File: src/rtl/pipelined_lzc.sv
// Two-stage pipelined leading-zero/leading-one counter with normalisation.
// S1 registers the operand and its count; S2 registers the shifted result.
module pipelined_lzc #(
    parameter  int WIDTH     = 24,
    parameter  int TAG_WIDTH = 4,
    localparam int CW        = $clog2(WIDTH + 1)
) (
    input  logic                 clk,
    input  logic                 reset,
    input  logic                 in_valid,
    output logic                 in_ready,
    input  logic [WIDTH-1:0]     in_data,
    input  logic                 in_mode,
    input  logic [TAG_WIDTH-1:0] in_tag,
    output logic                 out_valid,
    input  logic                 out_ready,
    output logic [CW-1:0]        out_count,
    output logic                 out_all,
    output logic [WIDTH-1:0]     out_norm,
    output logic [TAG_WIDTH-1:0] out_tag
);

    localparam int LP = $clog2(WIDTH);
    localparam int P  = 1 << LP;

    // Handshake: a transfer happens on a rising edge where valid && ready.
    // in_ready depends only on pipeline state and out_ready, never on in_valid.

    // Leaf pairs give a 1-bit count and an all-zero flag; each level merges
    // siblings, taking the upper count unless the upper half is all zero.
    // Merging in place is safe: node n is written only after 2n and 2n+1 are read.
    function automatic logic [LP-1:0] lzc_tree(input logic [P-1:0] x);
        logic [LP-1:0] cnt  [P/2];
        logic          zero [P/2];
        for (int n = 0; n < P / 2; n++) begin
            zero[n]   = ~x[P-1-2*n] & ~x[P-2-2*n];
            cnt[n]    = '0;
            cnt[n][0] = ~x[P-1-2*n];
        end
        for (int l = 1; l < LP; l++) begin
            for (int n = 0; n < (P >> (l + 1)); n++) begin
                if (!zero[2*n]) begin
                    cnt[n] = cnt[2*n];
                end else begin
                    cnt[n]    = cnt[2*n+1];
                    cnt[n][l] = 1'b1;
                end
                zero[n] = zero[2*n] & zero[2*n+1];
            end
        end
        return cnt[0];
    endfunction

    logic [WIDTH-1:0]     w_x;
    logic [P-1:0]         w_padded;
    logic [LP-1:0]        w_tree_cnt;
    logic                 w_all;
    logic [CW-1:0]        w_count;
    logic [WIDTH-1:0]     w_norm;
    logic                 w_s1_load;
    logic                 w_s2_load;

    logic                 r_s1_valid;
    logic [WIDTH-1:0]     r_s1_data;
    logic [TAG_WIDTH-1:0] r_s1_tag;
    logic [CW-1:0]        r_s1_count;
    logic                 r_s1_all;
    logic                 r_s2_valid;
    logic [CW-1:0]        r_out_count;
    logic                 r_out_all;
    logic [WIDTH-1:0]     r_out_norm;
    logic [TAG_WIDTH-1:0] r_out_tag;

    // Padding ones sit below the operand so they never extend a run of zeros.
    always_comb begin
        w_x                    = in_data ^ {WIDTH{in_mode}};
        w_padded               = '1;
        w_padded[P-1 -: WIDTH] = w_x;
    end

    assign w_tree_cnt = lzc_tree(w_padded);
    assign w_all      = ~|w_x;
    assign w_count    = w_all ? CW'(WIDTH) : CW'(w_tree_cnt);
    assign w_norm     = r_s1_data << r_s1_count;

    assign w_s2_load  = !r_s2_valid || out_ready;
    assign w_s1_load  = !r_s1_valid || w_s2_load;
    assign in_ready   = w_s1_load;

    always_ff @(posedge clk or posedge reset) begin
        if (reset) begin
            r_s1_valid  <= 1'b0;
            r_s1_data   <= '0;
            r_s1_tag    <= '0;
            r_s1_count  <= '0;
            r_s1_all    <= 1'b0;
            r_s2_valid  <= 1'b0;
            r_out_count <= '0;
            r_out_all   <= 1'b0;
            r_out_norm  <= '0;
            r_out_tag   <= '0;
        end else begin
            if (w_s1_load) begin
                r_s1_valid <= in_valid;
                if (in_valid) begin
                    r_s1_data  <= in_data;
                    r_s1_tag   <= in_tag;
                    r_s1_count <= w_count;
                    r_s1_all   <= w_all;
                end
            end
            if (w_s2_load) begin
                r_s2_valid <= r_s1_valid;
                if (r_s1_valid) begin
                    r_out_count <= r_s1_count;
                    r_out_all   <= r_s1_all;
                    r_out_norm  <= w_norm;
                    r_out_tag   <= r_s1_tag;
                end
            end
        end
    end

    assign out_valid = r_s2_valid;
    assign out_count = r_out_count;
    assign out_all   = r_out_all;
    assign out_norm  = r_out_norm;
    assign out_tag   = r_out_tag;

endmodule

File: config.mk
export PLATFORM = sky130hd
export DESIGN_NAME = pipelined_lzc
export DESIGN_NICKNAME = d
export VERILOG_FILES = /design/src/rtl/pipelined_lzc.sv
export SDC_FILE = /design/constraint.sdc
export NUM_CORES = 1
export LEC_CHECK = 0
export CELL_PAD_IN_SITES_DETAIL_PLACEMENT = 0
export CELL_PAD_IN_SITES_GLOBAL_PLACEMENT = 2
export CORE_MARGIN = 2
export CORE_UTILIZATION = 37
export DETAILED_ROUTE_END_ITERATION = 7
export PLACE_DENSITY = 0.95
export SLEW_MARGIN = 20
export SYNTH_ARGS = -nofsm -noshare
export SYNTH_HDL_FRONTEND = slang
export SYNTH_SLANG_ARGS = --single-unit
File: constraint.sdc
create_clock -name clk -period 3.36 [get_ports clk]
set_input_delay 0.672 -clock clk [delete_from_list [all_inputs] [get_ports clk]]
set_output_delay 0.672 -clock clk [all_outputs]
set_load 0.005 [all_outputs]
Word level (Yosys, flattened, before mapping)
Index checks and enable logic that the tools add are counted.

operators by class
  add/subtract/negate cells = 0
  multiply operators = 0
  div/mod/pow operators = 0
  magnitude comparators = 0
  eq/ne operators = 0
  shifts and indexed selects = 1
  muxes and demuxes = 13
  bitwise logic cells = 47
  reduce and logical (&&, ||, !) cells = 8

operator list
  operator            count
  $mux W5             5
  $not A1 Y1          24
  $reduce_or A24 Y1   1
  $shl A24 B5 Y24     1
  $xor A24 B24 Y24    1
  $and A1 B1 Y1       22
  $mux W2             6
  $mux W4             2
  $reduce_and A2 Y1   2
  $logic_not A1 Y1    3
  $logic_or A1 B1 Y1  2

storage, ports and cells
  register bits after elaboration = 70
  bits in latches = 0
  RAM bits = 0
  ROM bits = 0
  bits of input ports = 33
  output and inout port bits = 36
  logic and storage cells = 79
  memories kept = 0

Longest topological paths before layout
Gate-level depths: netlist of the first run.

  word-level depth = 8
  depth in mapped cells = 8
  gate-level depth less buffers = 5

Worst setup path before layout of the first run
No wires, ideal clock.

  path kind = input to register
  from = in in_mode
  to = reg r_s1_count[0]
  library setup time = 0.142 ns
  arrival time = 1.981 ns
  required time = 3.218 ns
  setup slack = 1.237 ns
  stages on the path = 6
  path buffers = 1
  cells stage by stage = buf_2 or4_1 o22ai_2 nand2_1 o311ai_1 a22oi_1

between the ends
  longest elaborated chain between the ends = 8
  elaborated cells on any way between the ends = 61
  those cells by class = mux: 13; bitwise: 47; reduce/logical: 1

RTL lines
  item                                           RTL line  source
  start, declared                                13        input logic in_mode,
  $xor A24 B24 Y24 (*)                           76        w_x = in_data ^ {WIDTH{in_mode}};
  $not A1 Y1 (on tied branches)                  36, 38
  $and A1 B1 Y1                                  36        zero[n] = ~x[P-1-2*n] & ~x[P-2-2*n];
  $mux W2 or $and A1 B1 Y1 (tied branches)       42, 48
  $mux W5 (tied with other cells) (2 in series)  42        if (!zero[2*n]) begin
  $mux W5                                        42
  $mux W5 (*)                                    83        assign w_count = w_all ? CW'(WIDTH) : CW'(w_tree_cnt);
  end signal, assigned                           108       r_s1_count <= w_count;
  end, declared                                  66        logic [CW-1:0] r_s1_count;

Mark *: on every way between the ends. The rest lies on a longest branch, timed or not.
A chain may end at the register's enable or synchronous reset.

Worst setup path in the final report of the first run
Ends and elaborated chain as after synthesis.

==> results.md, run 1 <==
* Initial antenna violation count at 0
* Net Count, Synth at approximately 440
* Max FO, Critical Path at 21
* Clock slew at reported path FFs at around 0.060 ns
* Vias per cell at between 5 and 6
* Met3 Use GR at 0.0219
* Vias in the first global route at about 3,300
* Register area share after synthesis at 0.415
* Die ar. at approximately 12,000 um^2
* Met2 usage at 0.274
* RSZ-0062 raised after global routing: no
* Max-cap violations at 0
* Per-cell routed wire length at between 15 and 20 um
* Synth unique cells at a little over 50
* VDD IR max at 0.270 mV
* Hold Startpoint: r_s1_tag[0]
* Chip width at ~110 um
* Layout Nets at about 500
* Antenna Nets Post-Route at 0
* First-pass GRT wire length at 17,100 um
* Fin. Hold Viols at 0
* FF-to-FF path depth at 5
* Routed WL at roughly 10,000 um
* Reg2reg end: out_norm[21]
* Layout Skew at approximately 0.0065 ns
* Hold Slack at ~0.46 ns
* GR Util met1 at 0.241
* Top delay family on crit path: buffers and inverters
* Grt peak-use layer: met2
* Ranking of synthesized cells by area: dfrtp_1 42%, mux2_2 8.5%, mux4_1 6.9%
* Post-synth EDFFs at 0
* Ports at a little under 70
* Setup tns final at 0 ns
* Post-layout min period at ~2.7 ns
* # H-tree levels at 3
* Die extent in y at 111 um
* CTS Buf Count at 9
* Worst Path Required at about 3.6 ns
* Setup bufs post-CTS at 0
* Fin crit share at 0.800
* Mapped Area at about 4200 um^2
* PD cells at between 500 and 600 nW/um^2
* Syn Area/Cell at around 10 um^2
* First-iteration detailed-routing DRC count at 280
* Hold path depth at 2
* Final setup fails at 0
* CP Capture Type: flip-flop
* Status: finished, final reports clean
* Seq cells post-synth at 70
* Share of layout cells above drive strength 1 at 0.149
* Share of Yosys cell area claimed by the top area cell type at 0.415
* Hpwl dp at roughly 8000 um
* Initial Util at 0.384
* Worst Hold End: out_tag[0]
* Clk Latency, worst-skew pair at about 0.33 ns
* Tot GR Track Use at 0.171
* Mapped Cells at 410
* Input/output buffers at 68
* Worst min path class: flip-flop to flip-flop
* FP Rows at 38
* Crit start category: primary input
* Post-CTS resize count at 0
* Filler Cells Inserted at between 1,000 and 1,500
* DR vias at 3,457
* Largest net degree at the start of global routing at 45
* DRC at 0
* Primary FF master, synth: dfrtp_1
* TritonCTS Sinks at 70
* GPL Wtd Cong at between 0.8 and 0.9
* Yosys warns at 0
* CTS Hold Buffers Added at 0
* Cell taking the most area after synthesis: dfrtp_1
* CTS Buffer Depth at 2
* Slack of the critical path at between 0.6 and 0.7 ns
* DR pass1 iterations at 5
* ANT cells at 0
* Cell depth of the worst setup path at 7
* Area delta synth->final at 27.7%
* Final Max Tran Viols at 0
* Lkg Pwr at roughly 2.2 nW
* Setup CP Type: primary input to flip-flop
* Slew at the pin closest to its max-slew limit at just over 0.9 ns
* FF-to-FF setup slack at 0.71 ns
* CTS tree: built
* Root Driver: clkbuf_16
* Pre-CTS setup slack at 0.330 ns
* CORE AREA at 11,000 um^2
* Post-synth ARST share at 1.00
* Worst path bufs/invs at 2
* Slew HR at 0.378
* Congestion Overflow GR at 0
* CP peak stage delay at roughly 0.84 ns
* Crit path arrival time at approximately 2.9 ns
* FMAX at about 370 MHz
* Slowest cell on crit path: clkdlybuf4s50_1
* R2R Path Start: r_s1_count[0]
* Critical path cell sequence: clkdlybuf4s50_1, buf_4, nand3_1, a2bb2o_1, nand2_1, o41ai_1, a22oi_1
## layout by cell type (no fill, tap or decap), types with 3 or more instances in the layout
cell type and n:
dfrtp_1 70, clkdlybuf4s50_1 68, nand2_1 66, mux2_2 32
o21ai_0 23, a21oi_1 21, nor2_1 20, mux2i_1 17
nand3_1 17, mux4_1 11, a22o_1 11, clkbuf_16 9
mux4_2 8, buf_4 8, nand2b_1 6, inv_1 6
nor2b_1 5, or3_1 5, o31ai_1 4, nor3_1 4
a21o_1 4, a211oi_1 3, a22oi_1 3, o21a_1 3
or4_1 3, o22ai_1 3, o41ai_1 3, o211ai_1 3
bufinv_16 3
## worst register-to-register path, cell delays in order, from the launching register on
cell and delay, ns:
dfrtp_1 0.92, buf_4 0.32, mux4_1 0.66, mux2i_1 0.27, o221ai_1 0.20, o21a_1 0.15
## synthesized netlist by cell type (2+ instances only)
| cell type | number |
|---|---|
| dfrtp_1 | 70 |
| nand2_1 | 66 |
| mux2_2 | 32 |
| o21ai_0 | 23 |
| a21oi_1 | 21 |
| nor2_1 | 20 |
| mux2i_1 | 17 |
| nand3_1 | 17 |
| clkbuf_1 | 14 |
| a22o_1 | 11 |
| buf_2 | 11 |
| mux4_1 | 11 |
| mux4_2 | 8 |
| inv_1 | 7 |
| nand2b_1 | 6 |
| nor2b_1 | 5 |
| or3_1 | 5 |
| a21o_1 | 4 |
| nor3_1 | 4 |
| o31ai_1 | 4 |
| a211oi_1 | 3 |
| a22oi_1 | 3 |
| o211ai_1 | 3 |
| o21a_1 | 3 |
| o22ai_1 | 3 |
| o41ai_1 | 3 |
| or4_1 | 3 |
| a311o_1 | 2 |
| a32oi_1 | 2 |
| and3_1 | 2 |
| buf_1 | 2 |
| nand3b_1 | 2 |
| o21ai_1 | 2 |
| o221ai_1 | 2 |
| o22ai_2 | 2 |
| or2_2 | 2 |
## area by class of cell
type                       instances  area [um^2]  share of cell area
tap                              140          175              0.0325
inverter                           8         30.0             0.00558
clock inverter                     5          105              0.0195
clock buffer                      11          253              0.0469
timing repair buffer              78          781               0.145
multi-input combinational        303         2290               0.425
sequential                        70         1750               0.325
## registers in the layout, indices dropped and copies added, names as in the netlist
signal,flops
out_valid,1
r_s1_all,1
r_s1_tag,4
out_count,5
r_s1_valid,1
out_all,1
out_norm,24
r_s1_count,5
out_tag,4
r_s1_data,24
## power breakdown
group          leakage [nW]  switching, mW  internal [mW]
logic                  1.18          0.355          0.513
clock network         0.168          0.348          0.765
registers             0.853          0.147          0.998
## per-stage QoR
stage | total power, mW | cell area (um^2) | util | cells
2_1_floorplan | 1.62 | 4220 | - | 410
3_3_place_gp | 2.00 | 5030 | 0.458 | 599
3_5_place_dp | 2.03 | 5030 | 0.458 | 599
4_1_cts | 3.15 | 5380 | 0.490 | 615
5_1_grt | 3.27 | 5380 | 0.490 | 615
6_report | 3.13 | 5380 | 0.490 | 615
## layer usage
layer / part of all wire / up-vias
li1: - / 1648
met1: 0.46 / 1687
met2: 0.48 / 109
met4: 0.015 / 0
met3: 0.046 / 13
met5: 0 / -
## cells by family (layout without fill, tap and decap cells)
logic type / Yosys count / in the layout / synth area share
mux: 68 / 68 / 0.237
compound gates: 100 / 100 / 0.161
flops: 70 / 70 / 0.415
simple gates: 135 / 135 / 0.145
buf+inv: 37 / 102 / 0.0418
## worst max path at each step
stage	start	end	slack [ns]
floorplan	reset	out_all	0.92
global placement	in_mode	r_s1_count[0]	0.38
detailed placement	in_mode	r_s1_count[0]	0.33
CTS	in_mode	r_s1_count[0]	0.67
global route	in_mode	r_s1_count[0]	0.43
finish	in_mode	r_s1_count[0]	0.67
Note: power is estimated with default switching activity, not from simulation.
==> run 2: changes to the inputs <==
--- a/config.mk
+++ b/config.mk
@@ -8,9 +8,9 @@
 export CELL_PAD_IN_SITES_DETAIL_PLACEMENT = 0
 export CELL_PAD_IN_SITES_GLOBAL_PLACEMENT = 2
 export CORE_MARGIN = 2
-export CORE_UTILIZATION = 37
+export CORE_UTILIZATION = 31
 export DETAILED_ROUTE_END_ITERATION = 7
-export PLACE_DENSITY = 0.95
+export PLACE_DENSITY = 0.89
 export SLEW_MARGIN = 20
 export SYNTH_ARGS = -nofsm -noshare
 export SYNTH_HDL_FRONTEND = slang
==> constraint.sdc (replaced) <==
create_clock -name clk -period 2.15 [get_ports clk]
set_input_delay 0.43 -clock clk [delete_from_list [all_inputs] [get_ports clk]]
set_output_delay 0.43 -clock clk [all_outputs]
set_load 0.005 [all_outputs]
==> results.md, run 2 (synthesized netlist as in run 1, its figures left out) <==
* Input/output buffers at 68
* First-iteration detailed-routing DRC count at 298
* Slack of the critical path at approximately 0.062 ns
* Worst Path Required at about 2.4 ns
* Slew at the pin closest to its max-slew limit at around 0.7 ns
* Die extent in y at about 120 um
* VDD IR max at ~0.37 mV
* Hold Slack at roughly 0.45 ns
* PD cells at between 800 and 900 nW/um^2
* Layout Nets at 547
* Tot GR Track Use at 0.162
* Antenna Nets Post-Route at 0
* Crit path arrival time at between 2 and 2.5 ns
* FF-to-FF path depth at 6
* Commonest cells after routing, fill and taps aside: 69 x dfrtp_1, 68 x clkdlybuf4s50_1, 66 x nand2_1
* CTS tree: built
* TritonCTS Sinks at 70
* Hpwl dp at 8640 um
* Status: finished, final reports clean
* Final Max Tran Viols at 0
* Layout Skew at roughly 0.0065 ns
* Area delta synth->final at 36.7%
* Final setup fails at 0
* Routed WL at between 10,000 and 15,000 um
* Lkg Pwr at 2.40 nW
* Post-layout min period at ~2.1 ns
* Ports at 69
* DRC at 0
* DR vias at about 3,600
* Top delay family on crit path: multiplexers
* CTS Buf Count at 9
* Largest net degree at the start of global routing at 44
* Slew HR at 0.542
* CORE AREA at roughly 13,000 um^2
* Filler Cells Inserted at between 1,000 and 1,500
* DR pass1 iterations at 4
* Vias in the first global route at ~3,700
* Root Driver: clkbuf_16
* Fin. Hold Viols at 0
* Reg2reg end: out_norm[23]
* Slowest cell on crit path: mux4_1
* Post-DP Area at 5440 um^2
* Critical path cell sequence: clkbuf_16, mux4_1, mux2_2, mux2i_1, a2bb2oi_1, a21oi_1
* Clk Latency, worst-skew pair at roughly 0.33 ns
* RSZ-0062 raised after global routing: no
* Final cell count without fillers at between 600 and 700
* Initial antenna violation count at 0
* Worst min path class: primary input to async pin
* CP Capture Type: flip-flop
* Util after Layout at 0.435
* Initial Util at 0.318
* Fin crit share at 0.971
* CTS Buffer Depth at 2
* ANT cells at 0
* GPL Wtd Cong at between 0.8 and 0.9
* CP peak stage delay at about 0.64 ns
* R2R Path Start: r_s1_count[0]
* Max FO, Critical Path at 10
* Fin area at a little under 6000 um^2
* FP Rows at 42
* Setup tns final at 0 ns
* Tot Pwr at ~4.7 mW
* Crit start category: flip-flop
* Per-cell routed wire length at 15.9 um
* Commonest non-fill, non-tap cell in the layout: dfrtp_1
* Congestion Overflow GR at 0
* Share of layout cells above drive strength 1 at 0.233
* Worst path bufs/invs at 1
* Chip width at 121 um
* Setup CP Type: flip-flop to flip-flop
* Clock slew at reported path FFs at ~0.050 ns
* FMAX at ~480 MHz
* First-pass GRT wire length at between 15,000 and 20,000 um
* Die ar. at roughly 15,000 um^2
* Vias per cell at between 5 and 6
* FF-to-FF setup slack at approximately 0.062 ns
* # H-tree levels at 3
* Max-cap violations at 0
* Pre-CTS setup slack at -0.223 ns
* Cell count after placement at approximately 680
-- run 2: cell types whose count changed in the layout (fill, tap and decap cells not counted), moves of 2 or more --
cell	before	now
buf_4	8	47
buf_12	2	6
bufinv_16	3	0
mux4_1	11	8
mux4_2	8	11
clkinv_2	0	2
-- run 2: repair_timing --
item	4_1_cts	5_1_grt
hold buffers	0	0
setup buffers	0	1
cloned	0	1
resized for setup	2	6
setup endpoints to repair	2	7
-- run 2: worst max path at each step --
stage	cells past startpoint	from	endpoint
6_report	6	r_s1_count[0]	out_norm[23]
5_1_grt	6	r_s1_count[0]	out_norm[21]
4_1_cts	6	r_s1_count[0]	out_norm[22]
3_5_place_dp	7	in_mode	r_s1_count[0]
3_3_place_gp	7	in_mode	r_s1_count[0]
2_1_floorplan	6	in_mode	r_s1_count[0]
-- run 2: area by class of cell --
type | count | area (um^2) | share of cell area
inverter | 8 | 33.8 | 0.00586
multi-input combinational | 303 | 2290 | 0.398
timing repair buffer | 122 | 1180 | 0.204
tap | 176 | 220 | 0.0382
clock inverter | 3 | 17.5 | 0.00304
clock buffer | 13 | 270 | 0.0469
sequential | 70 | 1750 | 0.304
-- run 2: worst register-to-register path, stage by stage, from the launching register on --
cell and delay [ns]:
dfrtp_2 0.43, clkbuf_16 0.19, mux4_1 0.64, mux2_2 0.30, mux2i_1 0.16, a2bb2oi_1 0.18
a21oi_1 0.08
-- run 2: metal layers --
| metal | share of wire | global-route usage | vias up |
|---|---|---|---|
| met5 | 0 | 0 | - |
| met4 | 0.020 | 0.0545 | 0 |
| met3 | 0.045 | 0.0358 | 20 |
| met2 | 0.46 | 0.253 | 93 |
| met1 | 0.47 | 0.223 | 1723 |
| li1 | - | - | 1733 |
-- run 2: power breakdown --
part           switching [mW]  internal (mW)
Clock                   0.528          0.870
Sequential              0.187           1.56
Combinational           0.625          0.912
Total                    1.34           3.34
==> run 3: changes to the inputs <==
--- a/config.mk
+++ b/config.mk
@@ -5,6 +5,7 @@
 export SDC_FILE = /design/constraint.sdc
 export NUM_CORES = 1
 export LEC_CHECK = 0
+export ABC_CLOCK_PERIOD_IN_PS = 2150
 export CELL_PAD_IN_SITES_DETAIL_PLACEMENT = 0
 export CELL_PAD_IN_SITES_GLOBAL_PLACEMENT = 2
 export CORE_MARGIN = 2
==> results of run 3 <==
Final layout, timing and power as in run 2 (identical DEF).
